==> src/rtl/dcache_axi_bridge.sv <==
// dcache_axi_bridge
//   Memory-side stage of the data cache. It turns the cache's single-word
//   strobe/ready request port into single-beat AXI4 read and write transactions.
//   Only one transaction is in flight at a time. It also keeps saturating counts
//   of completed reads and writes.
//
// Ports
//   clk, rst                         clock, synchronous active-high reset
//   req_addr/req_wdata/req_strobe    cache request: address, write data, valid
//   req_wen/req_size/req_rw          byte enables, size (0=B,1=H,2=W), 0=read 1=write
//   req_rdata/req_ready              read data and one-cycle completion pulse
//   ar*/r*                           AXI read address and read data channels
//   aw*/w*/b*                        AXI write address, write data and response channels
//   rd_cnt/wr_cnt                    completed read/write transactions (saturating)
//
// AXI len=0, burst=INCR and id=0 are tied off by the instantiating level, and
// RRESP/BRESP are not used here, so those signals are not ports of this block.
module dcache_axi_bridge #(
    parameter int A_WIDTH   = 32,
    parameter int CNT_WIDTH = 16
) (
    input  logic                 clk,
    input  logic                 rst,
    input  logic [A_WIDTH-1:0]   req_addr,
    input  logic [31:0]          req_wdata,
    input  logic                 req_strobe,
    input  logic [3:0]           req_wen,
    input  logic [1:0]           req_size,
    input  logic                 req_rw,
    output logic [31:0]          req_rdata,
    output logic                 req_ready,
    output logic [A_WIDTH-1:0]   araddr,
    output logic [2:0]           arsize,
    output logic                 arvalid,
    input  logic                 arready,
    input  logic [31:0]          rdata,
    input  logic                 rvalid,
    output logic                 rready,
    output logic [A_WIDTH-1:0]   awaddr,
    output logic [2:0]           awsize,
    output logic                 awvalid,
    input  logic                 awready,
    output logic [31:0]          wdata,
    output logic [3:0]           wstrb,
    output logic                 wvalid,
    input  logic                 wready,
    input  logic                 bvalid,
    output logic                 bready,
    output logic [CNT_WIDTH-1:0] rd_cnt,
    output logic [CNT_WIDTH-1:0] wr_cnt
);

    typedef enum logic [2:0] {
        IDLE,
        AR,
        R,
        AWW,
        B,
        RESP,
        HOLD
    } state_t;

    localparam logic [CNT_WIDTH-1:0] CNT_ONE = {{(CNT_WIDTH-1){1'b0}}, 1'b1};

    state_t state;
    state_t next_state;

    // A channel counts as finished once its valid has already dropped, or when
    // its handshake happens this cycle; this lets AW and W complete in either
    // order or together.
    logic aw_done;
    logic w_done;

    assign aw_done = !awvalid || awready;
    assign w_done  = !wvalid  || wready;

    // State register.
    always_ff @(posedge clk) begin
        if (rst) begin
            state <= IDLE;
        end else begin
            state <= next_state;
        end
    end

    // Next-state logic. HOLD exists so that a strobe the cache has not yet
    // lowered after req_ready is not taken as a second request.
    always_comb begin
        next_state = state;
        unique case (state)
            IDLE: begin
                if (req_strobe) begin
                    next_state = req_rw ? AWW : AR;
                end
            end
            AR: begin
                if (arready) begin
                    next_state = R;
                end
            end
            R: begin
                if (rvalid) begin
                    next_state = RESP;
                end
            end
            AWW: begin
                if (aw_done && w_done) begin
                    next_state = B;
                end
            end
            B: begin
                if (bvalid) begin
                    next_state = RESP;
                end
            end
            RESP: next_state = HOLD;
            HOLD: next_state = IDLE;
            default: next_state = IDLE;
        endcase
    end

    // Registered AXI and cache-side outputs. Address/data fields are loaded
    // only when a request is accepted, so they stay stable while valid is high.
    // The counters step on entry to RESP so they line up with req_ready.
    always_ff @(posedge clk) begin
        if (rst) begin
            req_rdata <= '0;
            req_ready <= 1'b0;
            araddr    <= '0;
            arsize    <= '0;
            arvalid   <= 1'b0;
            rready    <= 1'b0;
            awaddr    <= '0;
            awsize    <= '0;
            awvalid   <= 1'b0;
            wdata     <= '0;
            wstrb     <= '0;
            wvalid    <= 1'b0;
            bready    <= 1'b0;
            rd_cnt    <= '0;
            wr_cnt    <= '0;
        end else begin
            req_ready <= 1'b0;
            unique case (state)
                IDLE: begin
                    if (req_strobe) begin
                        if (req_rw) begin
                            awaddr  <= req_addr;
                            awsize  <= {1'b0, req_size};
                            wdata   <= req_wdata;
                            wstrb   <= req_wen;
                            awvalid <= 1'b1;
                            wvalid  <= 1'b1;
                        end else begin
                            araddr  <= req_addr;
                            arsize  <= {1'b0, req_size};
                            arvalid <= 1'b1;
                        end
                    end
                end
                AR: begin
                    if (arready) begin
                        arvalid <= 1'b0;
                        rready  <= 1'b1;
                    end
                end
                R: begin
                    if (rvalid) begin
                        rready    <= 1'b0;
                        req_rdata <= rdata;
                        req_ready <= 1'b1;
                        if (rd_cnt != '1) begin
                            rd_cnt <= rd_cnt + CNT_ONE;
                        end
                    end
                end
                AWW: begin
                    if (awvalid && awready) begin
                        awvalid <= 1'b0;
                    end
                    if (wvalid && wready) begin
                        wvalid <= 1'b0;
                    end
                    if (aw_done && w_done) begin
                        bready <= 1'b1;
                    end
                end
                B: begin
                    if (bvalid) begin
                        bready    <= 1'b0;
                        req_rdata <= '0;
                        req_ready <= 1'b1;
                        if (wr_cnt != '1) begin
                            wr_cnt <= wr_cnt + CNT_ONE;
                        end
                    end
                end
                default: begin
                end
            endcase
        end
    end

endmodule
==> config.mk <==
export PLATFORM = sky130hd
export DESIGN_NAME = dcache_axi_bridge
export DESIGN_NICKNAME = d
export VERILOG_FILES = /design/src/rtl/dcache_axi_bridge.sv
export SDC_FILE = /design/constraint.sdc
export NUM_CORES = 1
export LEC_CHECK = 0
export CAP_MARGIN = 20
export CORE_MARGIN = 2
export CORE_UTILIZATION = 25
export DETAILED_ROUTE_END_ITERATION = 16
export GPL_TIMING_DRIVEN = 0
export MAX_ROUTING_LAYER = met4
export PLACE_DENSITY = 0.56
export REMOVE_ABC_BUFFERS = 1
export SLEW_MARGIN = 10
export SYNTH_ARGS = -nofsm -noshare
export SYNTH_HDL_FRONTEND = slang
export SYNTH_SLANG_ARGS = --single-unit
export TNS_END_PERCENT = 100
==> constraint.sdc <==
create_clock -name clk -period 1.8 [get_ports clk]
set_clock_uncertainty 0.2 [all_clocks]
set_input_delay 0.36 -clock clk [delete_from_list [all_inputs] [get_ports clk]]
set_output_delay 0.36 -clock clk [all_outputs]
set_load 0.005 [all_outputs]
# Yosys cells after proc, flatten, opt, wreduce, memory -nomap -nowiden
# Index checks and enable logic that the tools add are counted.
dict set report op_classes {
  reduce_logical 24
  mux 29
  n_bitwise 1
  add_sub_neg 2
  n_eq_ne 16
}
# cell n
set op_table {}
lappend op_table {{$mux 32} 2}
lappend op_table {{$pmux 32 s2} 1}
lappend op_table {{$add 16x1->16 const B} 2}
lappend op_table {{$ne 16x16->1 const B} 2}
lappend op_table {{$reduce_and 3->1} 7}
lappend op_table {{$ne 2x2->1 const B} 9}
lappend op_table {{$pmux 3 s6} 1}
lappend op_table {{$mux 3} 5}
lappend op_table {{$mux 1} 13}
lappend op_table {{$pmux 1 s2} 6}
lappend op_table {{$reduce_and 4->1} 3}
lappend op_table {{$reduce_bool 2->1} 5}
lappend op_table {{$eq 3x2->1 const B} 2}
lappend op_table {{$eq 3x3->1 const B} 2}
lappend op_table {{$reduce_and 5->1} 1}
lappend op_table {{$eq 3x1->1 const B} 1}
lappend op_table {{$logic_and 1x1->1} 3}
lappend op_table {{$logic_not 3->1} 1}
lappend op_table {{$logic_not 1->1} 2}
lappend op_table {{$logic_or 1x1->1} 2}
lappend op_table {{$mux 2} 1}
lappend op_table {{$not 1->1} 1}
dict set report word_totals {
  word_cells 88
  inputBits 111
  reg_bits 177
}

# Longest topological paths before layout
dict set report logic_depth {
  ltp_word 5
  depth_mapped 6
  depth_no_buf 5
}

# Worst setup path before layout
# Ideal clock, no wire load.
dict set report synth_path {
  path_kind {register -> register}
  startpoint {register wr_cnt[0]}
  endpoint {register wr_cnt[15]}
  n_path_buf 1
  path_stages_with_launch 7
  required_ns 1.530
  slack_ns -0.129
  t_arrival_ns 1.658
  cell_sequence {dfxtp_1 > ha_1 > and4_1 > and3b_1 > clkbuf_1 > or4_1 > a21oi_1}
}
dict set report synth_between {
  elab_chain_len 2
  elab_cells_between_ends 3
  classes_between {add/sub: 1; eq/ne: 1; reduce/logical: 1}
}
# item line
set synth_rtl {}
lappend synth_rtl {{start, declared} 50} ;# output logic [CNT_WIDTH-1:0] wr_cnt
lappend synth_rtl {{start signal, assigned} 194} ;# wr_cnt <= wr_cnt + CNT_ONE;
lappend synth_rtl {{parallel branches: the longest is 2 deep, another holds $add 16x1->16} n/a}
# Parallel ways; which one is timed is not known.
# A chain may end at the register's enable or synchronous reset.

# Worst setup path after layout
dict set report layout_path {
  startpoint {register state[0]}
  endpoint {register wdata[15]}
}
dict set report layout_between {
  elab_chain_len 2
}
# item line
set layout_rtl {}
lappend layout_rtl {{start, declared} 65} ;# state_t state;
lappend layout_rtl {{start signal, assigned} 82} ;# state <= next_state;
lappend layout_rtl {{$logic_not 3->1} 144} ;# unique case (state)
lappend layout_rtl {{$reduce_and 3->1 (no source line)} n/a}
lappend layout_rtl {{end signal, assigned} 150} ;# wdata <= req_wdata;
lappend layout_rtl {{end, declared} 43} ;# output logic [31:0] wdata,
# No other way between the ends.

==> summary.txt <==
Power and ir drop
  – Register share of total power: 0.405
  – Clock power share: 0.375
  – Pwr dens: 884 nW/um^2
  – Switching Share: 0.309
  – Maximum vdd drop: between 700 and 800 uV
  – P_int: between 7 and 8 mW
  – Pleak: around 5.1 nW
  – Gate power share: 0.220
  – Psw: 3.30 mW

Worst setup path
  – Max incr delay on CP: between 0.3 and 0.4 ns
  – Setup CP Type: reg2reg
  – Critical path peak fanout: 7
  – RR Endpoint: wdata[15]
  – CP Buf/Inv Count: 4
  – Slowest cell on the critical path: or3_4
  – Critical path depth in cells: 8
  – CP Data Arrival Time: between 2 and 2.5 ns
  – Crit Reg-Reg Startpoint: state[0]
  – Reg2reg setup slack: -0.14 ns
  – R2R cell count: 8
  – CP delay by family, top: simple AND/OR/NAND/NOR gates
  – CP dominant cell by count: buf_12
  – Kind of end point of the critical path: register
  – Worst Path Required: 1.90 ns
  – Startpoint Class: register
  – Critical-path cell list: nand3b_1 > buf_6 > or3_4 > buf_12 > buf_12 > buf_16 > nand2_4 > a21oi_2

Routing
  – Vias post-DR: a little over 7,000
  – Post-route DRC: 0
  – DRT iter0 DRCs: 372
  – Via density: approximately 4.7
  – Routed wire per std cell: 17.0 um
  – ANT nets after route: 0
  – Routed wire length: approximately 26 mm
  – DR pass1 iterations: 4

Place
  – Place WS: -1.22 ns
  – Count of input and output buffers: about 280
  – DP Wirelength: 14.9 mm
  – GP Congestion: between 0.7 and 0.8
  – Post-placement cell area: 10,100 um^2

Run status
  – Failing checks: setup timing
  – Status: finished with violations

Logic synthesis
  – Post-synth EDFFs: 0
  – Seq/Total Area, Yosys: 0.517
  – #FFs+latches synth: around 180
  – Synth async-reset ratio: 0
  – Cell Area, Synth: between 6000 and 7000 um^2
  – Number of distinct library cells after synthesis: 44
  – Syn_area_per_cell: approximately 8.1 um^2
  – Yosys warns: 0
  – Post-synth top flop: dfxtp_1
  – Gate Count Post-Synth: about 840

Clock network
  – Reg clk slew, reported paths: approximately 0.080 ns
  – Clock Root Buffer: clkbuf_16
  – Hold_buf cts: 0
  – Clk_lat worst skew: 0.42 ns
  – Clock Sinks: between 150 and 200
  – CTS tree: yes
  – Inserted Clock Buffers: 17
  – Htree depth: 4
  – Bufs on Longest Clock Path: 2

STA
  – Setup violations, final: about 90
  – Max-slew violations: 0
  – Slew at the pin with the worst max-slew slack: roughly 0.67 ns
  – Minimum clock period: between 1.5 and 2 ns
  – Maximum clock rate: around 520 MHz
  – Final setup margin: -0.140 ns
  – Final worst-path cycle share: 1.08
  – Relative slew slack: 0.556
  – Endpoints failing hold: 0
  – Setup repair after global routing missed its margin: true

Worst hold path
  – Min-delay src: rst
  – Worst Hold Path EP: wdata[8]
  – Hold crit path type: in2reg
  – Hold path depth: 2

Run
  – Max cap viols: 0

Floorplan
  – Core Box Area: roughly 27,000 um^2
  – Die width: approximately 170 um
  – Die area: roughly 29,000 um^2
  – Top-level I/O count: between 200 and 300
  – Row count: 60
  – Starting Density: 0.255
  – Die height: ~170 um

Global route
  – Largest net degree at the start of global routing: between 90 and 100
  – GRT Total Usage: 0.175
  – Vias in the first global route: 6,807
  – Grt ovf: 0
  – First-pass GRT wire length: 38.5 mm
  – Initial antenna violation count: 1

Cells and area
  – Final nets: 1,297
  – Layout cells sized above 1: 0.242
  – Most frequent cells in the layout: dlygate4sd2_1, nand2_1, a21oi_1
  – Most common cell after layout, fill and taps aside: dlygate4sd2_1
  – Area Overhead vs Synth: 75.8%
  – Final Cell Area: roughly 12,000 um^2
[routing by layer]
metal	GRT usage	wire length [um]	up-vias
met4	0.0338	295	0
met5	-	0	-
met3	0.0627	2170	13
li1	-	-	3591
met2	0.265	11600	244
met1	0.227	12000	3400
[flip-flops by register name (all words and copies together), names as in the netlist, 2 cells and up]
signal,cells
req_rdata,32
state,3
wstrb,4
arsize,2
araddr,32
wdata,32
awsize,2
rd_cnt,16
wr_cnt,16
awaddr,32
[cell type report]
type / instances / area (um^2)
fill: 2706 / 14900
timing repair buffer: 379 / 3820
sequential: 177 / 3660
multi-input combinational: 604 / 3500
tap: 341 / 427
clock buffer: 17 / 425
clock inverter: 15 / 211
inverter: 5 / 18.8
antenna: 1 / 2.50
[Yosys cell counts, types with 2 or more instances]
master / instances / area (um^2)
or4_1: 10 / 75.1
or3_1: 19 / 119
buf_4: 3 / 22.5
buf_2: 10 / 50.1
inv_1: 5 / 18.8
a21oi_1: 167 / 836
nor3_1: 2 / 10.0
clkbuf_1: 50 / 188
ha_1: 2 / 25.0
nand2_1: 218 / 818
o31ai_1: 9 / 67.6
and3_1: 6 / 37.5
and4bb_1: 2 / 25.0
nor2b_1: 3 / 18.8
nand3b_1: 3 / 22.5
o21ai_0: 23 / 115
nand4_1: 12 / 75.1
o2111ai_1: 2 / 17.5
nor2_1: 10 / 37.5
a31oi_1: 2 / 12.5
o21a_1: 4 / 30.0
nand3_1: 40 / 200
and4_1: 7 / 61.3
dfxtp_1: 177 / 3540
nand2b_1: 39 / 244
[kinds of logic after synthesis]
family | synth area share
multiplexers | 0.00310
AO/OA/AOI/OAI | 0.164
adder cells (fa/ha/maj) | 0.00365
flip-flops | 0.517
buffers and inverters | 0.0407
other | 0.000547
AND/OR/NAND/NOR | 0.269
XOR/XNOR | 0.00255
[metrics by stage]
| stage | power [mW] | hold WS, ns | setup TNS [ns] | utilization | std cells |
|---|---|---|---|---|---|
| final | 10.7 | 0.158 | -4.37 | 0.448 | 1539 |
| after detailed placement | 6.22 | 0.246 | -121.96 | 0.375 | 1418 |
| after CTS | 10.6 | 0.188 | -8.92 | 0.433 | 1523 |
| after global routing | 11.2 | 0.212 | -12.18 | 0.448 | 1539 |
| after floorplan | 5.04 | 0.229 | -149.21 | - | 782 |
| after global placement | 6.14 | 0.240 | -829.26 | 0.366 | 1407 |
[what timing repair did]
| item | CTS | global route |
|---|---|---|
| cloned | 12 | 9 |
| endpoints found under the hold margin | 0 | 0 |
| resized for setup | 334 | 82 |
| pin swaps | 82 | 41 |
| setup endpoints to repair | 347 | 164 |
| buffers inserted | 63 | 13 |
[worst reg2reg max path, cell delays in order, from the launching register on]
cell and delay, ns:
dfxtp_4 0.35, nand3b_1 0.19, buf_6 0.15, or3_4 0.36, buf_12 0.17, buf_12 0.15, buf_16 0.15, nand2_4 0.06
a21oi_2 0.04
[power groups by stage]
stage	sequential, mW	combinational, mW	clock (mW)
2_1_floorplan	4.44	0.606	0
3_3_place_gp	4.43	1.71	0
3_5_place_dp	4.44	1.78	0
4_1_cts	4.31	2.19	4.12
5_1_grt	4.35	2.54	4.31
6_report	4.32	2.34	4.00
[how the worst max path moves through the flow]
stage	from	endpoint
after floorplan	state[1]	req_rdata[0]
after global placement	rst	wr_cnt[1]
after detailed placement	req_rw	wdata[18]
after CTS	state[0]	wdata[15]
after global routing	state[0]	wdata[15]
final	state[0]	wdata[15]
No activity file was read; power rests on OpenSTA's default activity.
